--- src/rtl/counter_cfg_master_pkg.sv ---
// Shared types and default widths for the counter configuration master.
package counter_cfg_master_pkg;

  localparam int unsigned COUNTER_BITWIDTH_DEF = 8;
  localparam int unsigned ROUND_BITWIDTH_DEF   = 4;

  typedef enum logic [2:0] {
    ST_IDLE,
    ST_CFG,
    ST_RUN,
    ST_RECOUNT,
    ST_DONE
  } cfg_master_state_e;

endpackage

--- src/rtl/counter_cfg_master_if.sv ---
// Counter-side bus: config handshake, recount pulse, step enable and counter status.
interface counter_cfg_master_if
  import counter_cfg_master_pkg::*;
#(
  parameter int unsigned COUNTER_BITWIDTH = COUNTER_BITWIDTH_DEF
) ();

  logic                        config_valid_o;
  logic [COUNTER_BITWIDTH-1:0] config_counter_o;
  logic                        config_ready_i;
  logic                        recount_en_o;
  logic                        step_en_o;
  logic                        counter_ready_i;
  logic                        counter_overflow_i;

  modport master (
    output config_valid_o, config_counter_o, recount_en_o, step_en_o,
    input  config_ready_i, counter_ready_i, counter_overflow_i
  );

  modport slave (
    input  config_valid_o, config_counter_o, recount_en_o, step_en_o,
    output config_ready_i, counter_ready_i, counter_overflow_i
  );

endinterface

--- src/rtl/counter_cfg_master.sv ---
// Counter configuration master: loads a target into the counter, gates step
// requests into step enables and sequences recounts over a number of rounds.
module counter_cfg_master
  import counter_cfg_master_pkg::*;
#(
  parameter int unsigned COUNTER_BITWIDTH = COUNTER_BITWIDTH_DEF,
  parameter int unsigned ROUND_BITWIDTH   = ROUND_BITWIDTH_DEF
) (
  input  logic                        clk_i,
  input  logic                        rst_ni,
  input  logic                        start_i,
  input  logic [COUNTER_BITWIDTH-1:0] target_i,
  input  logic [ROUND_BITWIDTH-1:0]   rounds_i,
  output logic                        busy_o,
  output logic                        done_o,
  output logic                        err_o,
  output logic [ROUND_BITWIDTH-1:0]   round_o,
  input  logic                        step_req_i,
  output logic                        step_ack_o,
  counter_cfg_master_if.master        cnt_if
);

  cfg_master_state_e           state_q, state_d;
  logic [COUNTER_BITWIDTH-1:0] target_q, target_d;
  logic [ROUND_BITWIDTH-1:0]   rounds_q, rounds_d;
  logic [ROUND_BITWIDTH-1:0]   round_q, round_d;
  logic                        err_q, err_d;
  logic                        busy_q, busy_d;
  logic                        done_q, done_d;
  logic                        valid_q, valid_d;
  logic                        recount_q, recount_d;
  logic                        last_round;

  assign last_round = (round_q == (rounds_q - 1'b1));

  // Next-state and next-output logic; pulse outputs default low every cycle.
  always_comb begin
    state_d   = state_q;
    target_d  = target_q;
    rounds_d  = rounds_q;
    round_d   = round_q;
    err_d     = err_q;
    busy_d    = busy_q;
    done_d    = 1'b0;
    valid_d   = 1'b0;
    recount_d = 1'b0;
    unique case (state_q)
      ST_IDLE: begin
        if (start_i) begin
          state_d  = ST_CFG;
          target_d = target_i;
          // zero rounds means a single round
          rounds_d = (rounds_i == '0) ? ROUND_BITWIDTH'(1) : rounds_i;
          round_d  = '0;
          err_d    = 1'b0;
          busy_d   = 1'b1;
          valid_d  = 1'b1;
        end
      end
      ST_CFG: begin
        // hold the offer until the counter takes it
        if (valid_q && cnt_if.config_ready_i) state_d = ST_RUN;
        else                                  valid_d = 1'b1;
      end
      ST_RUN: begin
        // overflow wins over a simultaneous finish
        if (cnt_if.counter_overflow_i) begin
          state_d = ST_IDLE;
          err_d   = 1'b1;
          busy_d  = 1'b0;
        end else if (cnt_if.counter_ready_i) begin
          if (last_round) begin
            state_d = ST_DONE;
            done_d  = 1'b1;
          end else begin
            state_d   = ST_RECOUNT;
            recount_d = 1'b1;
            round_d   = round_q + 1'b1;
          end
        end
      end
      ST_RECOUNT: state_d = ST_RUN;
      ST_DONE: begin
        state_d = ST_IDLE;
        busy_d  = 1'b0;
      end
      default: begin
        state_d = ST_IDLE;
        busy_d  = 1'b0;
      end
    endcase
  end

  // State and registered outputs; reset aborts any job without done or err.
  always_ff @(posedge clk_i or negedge rst_ni) begin
    if (!rst_ni) begin
      state_q   <= ST_IDLE;
      target_q  <= '0;
      rounds_q  <= '0;
      round_q   <= '0;
      err_q     <= 1'b0;
      busy_q    <= 1'b0;
      done_q    <= 1'b0;
      valid_q   <= 1'b0;
      recount_q <= 1'b0;
    end else begin
      state_q   <= state_d;
      target_q  <= target_d;
      rounds_q  <= rounds_d;
      round_q   <= round_d;
      err_q     <= err_d;
      busy_q    <= busy_d;
      done_q    <= done_d;
      valid_q   <= valid_d;
      recount_q <= recount_d;
    end
  end

  // Zero-latency step gating: a finishing or overflowing counter takes no step.
  always_comb begin
    cnt_if.step_en_o = (state_q == ST_RUN) && step_req_i &&
                       !cnt_if.counter_ready_i && !cnt_if.counter_overflow_i;
  end

  assign step_ack_o              = cnt_if.step_en_o;
  assign cnt_if.config_valid_o   = valid_q;
  assign cnt_if.config_counter_o = target_q;
  assign cnt_if.recount_en_o     = recount_q;
  assign busy_o                  = busy_q;
  assign done_o                  = done_q;
  assign err_o                   = err_q;
  assign round_o                 = round_q;

endmodule
--- src/flat_wrapper.sv ---
// flat-port wrapper written by rule: the top's interface ports become plain ports
module counter_cfg_master_flat import counter_cfg_master_pkg::*;
#(
  parameter int unsigned COUNTER_BITWIDTH = COUNTER_BITWIDTH_DEF,
  parameter int unsigned ROUND_BITWIDTH   = ROUND_BITWIDTH_DEF
)
  (clk_i, rst_ni, start_i, target_i, rounds_i, busy_o, done_o, err_o, round_o, step_req_i, step_ack_o, cnt_if_config_valid_o, cnt_if_config_counter_o, cnt_if_recount_en_o, cnt_if_step_en_o, cnt_if_config_ready_i, cnt_if_counter_ready_i, cnt_if_counter_overflow_i);
  counter_cfg_master_if #(.COUNTER_BITWIDTH(COUNTER_BITWIDTH)) cnt_if_i ();
  input  logic clk_i;
  input  logic rst_ni;
  input  logic start_i;
  input  logic [COUNTER_BITWIDTH-1:0] target_i;
  input  logic [ROUND_BITWIDTH-1:0] rounds_i;
  output logic busy_o;
  output logic done_o;
  output logic err_o;
  output logic [ROUND_BITWIDTH-1:0] round_o;
  input  logic step_req_i;
  output logic step_ack_o;
  output wire logic [$bits(cnt_if_i.config_valid_o)-1:0] cnt_if_config_valid_o;
  output wire logic [$bits(cnt_if_i.config_counter_o)-1:0] cnt_if_config_counter_o;
  output wire logic [$bits(cnt_if_i.recount_en_o)-1:0] cnt_if_recount_en_o;
  output wire logic [$bits(cnt_if_i.step_en_o)-1:0] cnt_if_step_en_o;
  input wire logic [$bits(cnt_if_i.config_ready_i)-1:0] cnt_if_config_ready_i;
  input wire logic [$bits(cnt_if_i.counter_ready_i)-1:0] cnt_if_counter_ready_i;
  input wire logic [$bits(cnt_if_i.counter_overflow_i)-1:0] cnt_if_counter_overflow_i;
  assign cnt_if_config_valid_o = cnt_if_i.config_valid_o;
  assign cnt_if_config_counter_o = cnt_if_i.config_counter_o;
  assign cnt_if_recount_en_o = cnt_if_i.recount_en_o;
  assign cnt_if_step_en_o = cnt_if_i.step_en_o;
  assign cnt_if_i.config_ready_i = cnt_if_config_ready_i;
  assign cnt_if_i.counter_ready_i = cnt_if_counter_ready_i;
  assign cnt_if_i.counter_overflow_i = cnt_if_counter_overflow_i;
  counter_cfg_master #(.COUNTER_BITWIDTH(COUNTER_BITWIDTH), .ROUND_BITWIDTH(ROUND_BITWIDTH)) u_core (.clk_i(clk_i), .rst_ni(rst_ni), .start_i(start_i), .target_i(target_i), .rounds_i(rounds_i), .busy_o(busy_o), .done_o(done_o), .err_o(err_o), .round_o(round_o), .step_req_i(step_req_i), .step_ack_o(step_ack_o), .cnt_if(cnt_if_i));
endmodule
--- config.mk ---
export PLATFORM = sky130hd
export DESIGN_NAME = counter_cfg_master_flat
export DESIGN_NICKNAME = d
export VERILOG_FILES = /design/src/rtl/counter_cfg_master_pkg.sv /design/src/rtl/counter_cfg_master_if.sv /design/src/rtl/counter_cfg_master.sv /design/src/flat_wrapper.sv
export SDC_FILE = /design/constraint.sdc
export NUM_CORES = 1
export LEC_CHECK = 0
export CORE_MARGIN = 2
export CORE_UTILIZATION = 47
export DETAILED_ROUTE_END_ITERATION = 16
export PLACE_DENSITY = 0.82
export SLEW_MARGIN = 10
export SYNTH_ARGS = -nofsm -noshare
export SYNTH_HDL_FRONTEND = slang
export SYNTH_SLANG_ARGS = --single-unit
--- constraint.sdc ---
create_clock -name clk_i -period 3.6 [get_ports clk_i]
set_clock_uncertainty 0.05 [all_clocks]
set_input_delay 0.72 -clock clk_i [delete_from_list [all_inputs] [get_ports clk_i]]
set_output_delay 0.72 -clock clk_i [all_outputs]
set_load 0.02 [all_outputs]
---- Yosys cells after proc, flatten, opt, wreduce, memory -nomap -nowiden ----
Cells that the tools add are included.
word-level totals
  logic and storage cells ................. 67
  input port bits ......................... 19
  register bits after elaboration ......... 24
operators by class
  reduce and logical (&&, ||, !) cells .... 15
  bitwise gates (word level) .............. 1
  eq/ne operators ......................... 11
  $add $sub $neg .......................... 2
  muxes and demuxes ....................... 29
operators with widths
  operator             number
  $mux 4               5
  $mux 3               5
  $mux 1               14
  $pmux 3 s4           1
  $ne 2x2->1 const B   5
  $reduce_and 3->1     3
  $pmux 4 s2           1
  $eq 3x2->1 const B   2
  $reduce_and 5->1     1
  $add 4x1->4 const B  1
  $eq 4x4->1           1
  $logic_and 1x1->1    4
  $logic_not 4->1      1
  $pmux 1 s2           2
  $sub 4x1->4 const B  1
  $eq 3x1->1 const B   1
  $logic_not 3->1      1
  $ne 3x3->1 const B   1
  $pmux 1 s3           1
  $logic_not 1->1      2
  $ne 2x1->1 const B   1
  $reduce_and 2->1     1
  $reduce_bool 2->1    1
  $reduce_or 2->1      1
  $not 1->1            1

---- Logic depth before layout (Yosys ltp) ----
Gate-level depths: netlist of run 1.
  depth after elaboration ................. 6
  gate-level depth with buffers ........... 8
  mapped depth without buffers ............ 8

---- Worst setup path after synthesis of run 1 ----
OpenSTA, ideal clock, no wires.
  path kind ............................... register to output
  start point ............................. register u_core.state_q[0]
  end point ............................... output port step_ack_o
  data required time ...................... 2.830 ns
  path buffers ............................ 1
  cell stages (with the launch flop) ...... 5
  arrival time ............................ 1.931 ns
  setup slack ............................. 0.899 ns
  cell sequence ........................... dfrtp_1 nor2_1 nand2_1 nor4b_1 buf_4
on the way
  longest elaborated chain between the ends .. 4
RTL lines
  what                             RTL line                   RTL
  start, declared                  counter_cfg_master.sv:23   cfg_master_state_e state_q, state_d;
  start signal, assigned           counter_cfg_master.sv:107  state_q <= state_d;
  $eq 3x2->1                       counter_cfg_master.sv:121  cnt_if.step_en_o = (state_q == ST_RUN) && step_req_i &&
  $logic_and 1x1->1 (2 in series)  counter_cfg_master.sv:121
  $logic_and 1x1->1                counter_cfg_master.sv:122  !cnt_if.counter_ready_i && !cnt_if.counter_overflow_i;
  end, declared                    flat_wrapper.sv:19         output logic step_ack_o;
Every way passes these cells.

---- Worst setup path in the final report of run 1 ----
  start point ............................. input port cnt_if_counter_overflow_i
  end point ............................... output port cnt_if_step_en_o
on the way
  longest elaborated chain between the ends .. 2
RTL lines
  what               RTL line                   RTL
  start, declared    flat_wrapper.sv:26         input wire logic [$bits(cnt_if_i.counter_overflow_i)-1:0] cnt_if_counter_overflow_i;
  $logic_not 1->1    counter_cfg_master.sv:122
  $logic_and 1x1->1  counter_cfg_master.sv:122
  end, declared      flat_wrapper.sv:23         output wire logic [$bits(cnt_if_i.step_en_o)-1:0] cnt_if_step_en_o;
Every way passes these cells.

==> impl_metrics.py, run 1 <==
metrics = {
    "synthesis": {
        "yosysWarnings": 0,
        "syn_inst": 93,
        "dominantRegCellSynth": "dfrtp_1",
        "yosys-mux-area-fraction_pct": 10.1,
        "syn_area_per_cell_um2": 12.0,
        "synth_edf_count": 0,
        "synth-seq-cells": 24,
        "synth_top_family_by_area": "simple AND/OR/NAND/NOR gates",
        "synth_top_area_share_pct": 54.0,
        "synthTopCellsByArea": "dfrtp_1 (54%), mux2_2 (10%), o21ai_0 (3.6%)",
        "yosys.cell_count.top_type": "dfrtp_1",
        "synth_simple_gate_area_share_pct": 15.7,
        "synthAdderAreaFrac_pct": 2.25,
        "netlist_area_um2": 1110,
        "ys_top_cells_by_count": "dfrtp_1 (24), mux2_2 (10), o21ai_0 (8)",
        "yosysTopAreaCell": "dfrtp_1",
        "synth-xor-area-share_pct": 5.17,
        "synth_compound_area_share_pct": 9.79,
        "ys_seq_area_share_pct": 54.0,
        "ys_async_sr_fraction_pct": 100,
        "synthDistinctLibCells": 33,
        "synth_nets": 114,
    },
    "cts": {
        "ctsHoldBuffers": 0,
        "numClockSinks": 24,
        "cts_tree": "built",
        "path_clk_slew_ns": 0.12,
        "ctsResizeCount": 0,
        "ctsRootBufferMaster": "clkbuf_4",
        "post_cts_buffers": 0,
        "cts_max_path_buffers": 2,
        "clkLatencyLatePin_ns": 0.30,
        "cts_max_level": 1,
        "cts_buffers": 3,
    },
    "setup_path": {
        "cpMaxStageDelayCell": "clkdlybuf4s50_1",
        "cp-start-kind": "primary input",
        "cp.required_ns": 2.83,
        "critPathTopFamily": "buffers and inverters",
        "cp_num_buf_inv": 2,
        "worstSetupPathDepth": 3,
        "worstPathCellList": "clkdlybuf4s50_1 > nor4b_1 > clkdlybuf4s50_1",
        "end_kind": "output port",
        "slowest_delay_ns": 0.67,
        "crit_type": "primary input to output port",
        "critPathArrivalTime_ns": 2.26,
        "cp_max_fo": 5,
        "r2r-end": "u_core.round_o[1]$_DFFE_PN0P_",
        "rrSetupSlack_ns": 1.74,
        "r2r_cells": 8,
        "cpMostUsedCell": "clkdlybuf4s50_1",
        "timing.rr.start": "u_core.rounds_q[0]$_DFFE_PN0P_",
    },
    "grt": {
        "antenna_found_initial": 0,
        "gr-usage-all-layers_pct": 17.3,
        "grt_start_max_net_pins": 25,
        "grt_pass1_vias": 876,
        "grt_pass1_wl_um": 3520,
        "grt-ovfl-total": 0,
    },
    "placement": {
        "routabilityCongestion": 0.814,
        "place_ws_ns": 0.579,
        "place_hpwl_um": 1670,
        "place_area_um2": 1500,
        "portBuffers": 37,
    },
    "route": {
        "maxUsedRoutingLayer": "met4",
        "first_pass_iters": 4,
        "vias": 843,
        "wl_met1_um": 914,
        "wl_per_cell_um": 13.4,
        "drt_wl_total_um": 2130,
        "met3_length_um": 132,
        "dr_wl_met2_um": 1070,
        "via_per_inst": 5.30,
        "drtIter0Drc": 10,
        "detail-route-antenna-nets": 0,
        "drc": 0,
    },
    "sta": {
        "final.min_clock_period_ns": 3.03,
        "timing.fmax_mhz": 330,
        "rsz0062_at_grt": "false",
        "finalCritPeriodShare_pct": 84.1,
        "worstMarginPinSlew_ns": 1.03,
        "fin_setup_tns_ns": 0,
        "slew_violations": 0,
        "hold_violations": 0,
        "whs_ns": 0.482,
        "worst_slack_ns": 0.573,
        "finalSetupViolCount": 0,
        "slew_headroom_pct": 31.4,
    },
    "finish": {
        "nNetsFinal": 153,
        "area_growth_pct": 38.1,
        "fillers": 163,
        "final_area_um2": 1540,
        "diodes": 0,
        "drive_gt1_share_pct": 15.3,
    },
    "min_path": {
        "worstHoldStart": "u_core.cnt_if.config_counter_o[3]$_DFFE_PN0P_",
        "holdCritPathClass": "flop to flop",
        "min_path_cells": 1,
        "whs_endpoint": "u_core.cnt_if.config_counter_o[3]$_DFFE_PN0P_",
    },
    "die": {
        "die-area_um2": 2770,
        "rows": 17,
        "die_h_um": 52.7,
        "initial_core_util_pct": 49.8,
        "core_um2": 2230,
        "pin_count": 38,
        "dieWidth_um": 52.7,
    },
    "run_status": {
        "run_status": "complete, no violations",
    },
    "flow_run": {
        "cap_violations": 0,
    },
    "power": {
        "p_leak_nw": 0.657,
        "ir_drop_mv": 0.483,
        "powerDensity_nw_per_um2": 734,
    },
}
==> flip-flops by register name (all words and copies together), names as in the netlist <==
| register | flops |
|---|---|
| u_core.state_q | 3 |
| u_core.cnt_if.recount_en_o | 1 |
| u_core.round_o | 4 |
| u_core.cnt_if.config_valid_o | 1 |
| u_core.err_o | 1 |
| u_core.busy_o | 1 |
| u_core.cnt_if.config_counter_o | 8 |
| u_core.done_o | 1 |
| u_core.rounds_q | 4 |
==> how the worst max path moves through the flow <==
stage                                        from                to  slack [ns]
global route        u_core.state_q[0]$_DFFE_PN0P_  cnt_if_step_en_o        0.42
detailed placement      cnt_if_counter_overflow_i        step_ack_o        0.58
finish                  cnt_if_counter_overflow_i  cnt_if_step_en_o        0.57
floorplan           u_core.state_q[0]$_DFFE_PN0P_        step_ack_o        0.90
CTS                 u_core.state_q[0]$_DFFE_PN0P_        step_ack_o        0.56
global placement        cnt_if_counter_overflow_i  cnt_if_step_en_o        0.62
==> layer usage <==
layer,up-vias,global-route usage (%)
li1,402,-
met1,405,21.5
met2,34,28.7
met3,2,2.86
met4,0,8.97
met5,-,0
==> cells by family (layout without fill, tap and decap cells) <==
kind of cell    count (synthesis)  count (layout)
buf+inv                         7              45
flops                          24              24
mux                            10              10
simple gates                   29              29
fa+ha+maj                       2               2
compound gates                 16              16
xor+xnor                        5               5
==> report_power, final <==
part | leakage (nW) | total (W) | internal [W] | switching [W]
registers | 0.298 | 0.000454 | 0.000368 | 0.0000855
clock network | 0.0210 | 0.000136 | 0.0000617 | 0.0000740
logic | 0.338 | 0.000539 | 0.000285 | 0.000253
total | 0.657 | 0.00113 | 0.000715 | 0.000413
==> through the flow <==
step	total power, W	instances	util (%)
after floorplan	0.000786	93	-
after global placement	0.000979	155	67.2
after detailed placement	0.00100	155	67.2
after CTS	0.00114	159	68.8
after global routing	0.00121	159	68.8
final	0.00113	159	68.8
==> final cells by class <==
cell class,instances,area (um2),area share [%]
Timing Repair Buffer,37,370,24.1
Multi-Input combinational cell,62,479,31.2
Inverter,4,15.0,0.977
Tap cell,28,35.0,2.28
Clock buffer,4,36.3,2.36
Sequential cell,24,601,39.1
==> layout by cell type, fill, tap and decap left out, types with 3 or more instances in the layout <==
cell	count
dfrtp_1	24
o21ai_0	8
nor3_1	3
clkbuf_4	3
inv_1	3
clkdlybuf4s50_1	37
nand2_1	4
mux2_2	10
nand2b_1	3
nor2_1	6
Power figures use the tool's default switching activity.
==> run 2, diff against run 1 <==
CORE_UTILIZATION = 44   (was 47)
PLACE_DENSITY = 0.78   (was 0.82)
clock period = 3 ns   (was 3.6 ns; I/O delays follow)
==> run 2 against run 1 <==
Against the previous run: total power up 20%; setup slack worse by 0.40 ns; non-clock buffer count is 2 higher; final area up 1.1%; combinational power up 22%; hold slack got worse by 0.013 ns; largest cell class unchanged; sequential power up 18%; sequential share of layout area is 0.44 points lower; register-to-register slack got worse by 0.57 ns; sequential cell count unchanged; clock power increased by 19%; cell count increased by 2.5%.
==> impl_metrics.py, run 2 (synthesized netlist as in run 1, its figures left out) <==
metrics = {
    "run_status": {
        "run_status": "complete, no violations",
    },
    "route": {
        "wl_per_cell_um": 13.7,
        "detail-route-antenna-nets": 0,
        "via_per_inst": 5.16,
        "vias": 841,
        "drt_wl_total_um": 2240,
        "drc": 0,
        "first_pass_iters": 4,
        "drtIter0Drc": 3,
    },
    "cts": {
        "cts_max_level": 1,
        "post_cts_buffers": 0,
        "ctsResizeCount": 0,
        "cts_tree": "built",
        "ctsRootBufferMaster": "clkbuf_4",
        "ctsHoldBuffers": 0,
        "path_clk_slew_ns": 0.12,
        "numClockSinks": 24,
        "clkLatencyLatePin_ns": 0.30,
        "cts_buffers": 3,
        "cts_max_path_buffers": 2,
    },
    "die": {
        "initial_core_util_pct": 45.7,
        "die-area_um2": 2950,
        "dieWidth_um": 54.3,
        "die_h_um": 54.3,
        "pin_count": 38,
        "rows": 18,
        "core_um2": 2430,
    },
    "placement": {
        "place_inst": 159,
        "place_hpwl_um": 1790,
        "place_area_um2": 1520,
        "routabilityCongestion": 0.714,
        "portBuffers": 37,
    },
    "setup_path": {
        "cp_max_fo": 5,
        "cp_num_buf_inv": 2,
        "crit_type": "primary input to output port",
        "cpMostUsedCell": "clkdlybuf4s50_1",
        "end_kind": "output port",
        "slowest_delay_ns": 0.67,
        "cp.required_ns": 2.35,
        "critPathArrivalTime_ns": 2.17,
        "cp-start-kind": "primary input",
        "cpMaxStageDelayCell": "clkdlybuf4s50_1",
        "critPathTopFamily": "buffers and inverters",
        "worstPathCellList": "clkdlybuf4s50_1 > nor4b_1 > clkdlybuf4s50_1",
    },
    "grt": {
        "grt_start_max_net_pins": 25,
        "grt_pass1_wl_um": 3800,
        "antenna_found_initial": 0,
        "grt_pass1_vias": 945,
        "grt-ovfl-total": 0,
        "gr-usage-all-layers_pct": 18.0,
    },
    "finish": {
        "drive_gt1_share_pct": 16.5,
        "final_cell_mix": "clkdlybuf4s50_1 (37), dfrtp_1 (24), mux2_2 (10)",
        "final_common_cell": "clkdlybuf4s50_1",
        "diodes": 0,
        "area_growth_pct": 39.7,
        "fillers": 223,
        "nNetsFinal": 155,
        "final_area_um2": 1550,
        "post_layout_nonfiller_instances": 163,
        "largest_reg_flops": 8,
    },
    "power": {
        "powerDensity_nw_per_um2": 873,
        "ir_drop_mv": 0.622,
        "p_leak_nw": 0.667,
    },
    "sta": {
        "finalCritPeriodShare_pct": 94.1,
        "hold_violations": 0,
        "fin_setup_tns_ns": 0,
        "slew_headroom_pct": 57.8,
        "timing.fmax_mhz": 354,
        "final.min_clock_period_ns": 2.82,
        "finalSetupViolCount": 0,
        "rsz0062_at_grt": "false",
        "worstMarginPinSlew_ns": 0.631,
        "slew_violations": 0,
    },
    "min_path": {
        "holdCritPathClass": "flop to flop",
    },
    "flow_run": {
        "cap_violations": 0,
    },
}
-- run 2: cell types whose count changed in the layout (fill, tap and decap cells not counted) --
cell / change
buf_4: +2
-- run 2: layer usage --
layer,global-route usage [%],share of wire [%],vias up
met3,4.92,5.4,2
li1,-,-,410
met4,2.50,0.62,0
met5,0,0,-
met2,36.3,54,27
met1,18.5,40,402
-- run 2: report_power, final --
part	switching (W)	internal (W)	total [W]
Clock	0.0000881	0.0000740	0.000162
Combinational	0.000306	0.000352	0.000658
Sequential	0.0000958	0.000442	0.000537
Total	0.000490	0.000867	0.00136
-- run 2: area by class of cell --
| class | count | area, um2 | share of cell area (%) |
|---|---|---|---|
| flip-flops and latches | 24 | 601 | 38.6 |
| inverters | 4 | 15.0 | 0.966 |
| clock buffers | 4 | 36.3 | 2.33 |
| well taps | 30 | 37.5 | 2.42 |
| repair buffers | 39 | 385 | 24.8 |
| multi-input cells | 62 | 479 | 30.8 |
-- run 2: worst register-to-register path, cell delays in order, from the launching register on --
cell and delay, ns:
dfrtp_1 0.40, inv_1 0.07, ha_1 0.31, xor2_1 0.14
nand3_1 0.13, or2_4 0.28, nand2b_4 0.10, inv_2 0.04
a22o_1 0.21
-- run 2: path summary, 6_finish.rpt --
path / start / cells past startpoint / slack, ns / end
max: cnt_if_counter_overflow_i / 3 / 0.18 / step_ack_o
min: u_core.cnt_if.config_counter_o[4]$_DFFE_PN0P_ / 1 / 0.47 / u_core.cnt_if.config_counter_o[4]$_DFFE_PN0P_
max reg2reg: u_core.rounds_q[0]$_DFFE_PN0P_ / 8 / 1.17 / u_core.round_o[1]$_DFFE_PN0P_
min reg2reg: u_core.cnt_if.config_counter_o[4]$_DFFE_PN0P_ / 1 / 0.47 / u_core.cnt_if.config_counter_o[4]$_DFFE_PN0P_
max in group asynchronous: rst_ni / 2 / 2.08 / u_core.rounds_q[3]$_DFFE_PN0P_
min in group asynchronous: rst_ni / 2 / 0.59 / u_core.round_o[1]$_DFFE_PN0P_
-- run 2: through the flow --
stage          total power (W)  utilization (%)  setup WS (ns)  hold WS [ns]
5_1_grt                0.00146             63.9        0.00310         0.502
3_5_place_dp           0.00121             62.4          0.154         0.445
4_1_cts                0.00138             63.9          0.150         0.475
2_1_floorplan         0.000943                -          0.419         0.254
3_3_place_gp           0.00118             62.4          0.251         0.431
6_report               0.00136             63.9          0.176         0.469
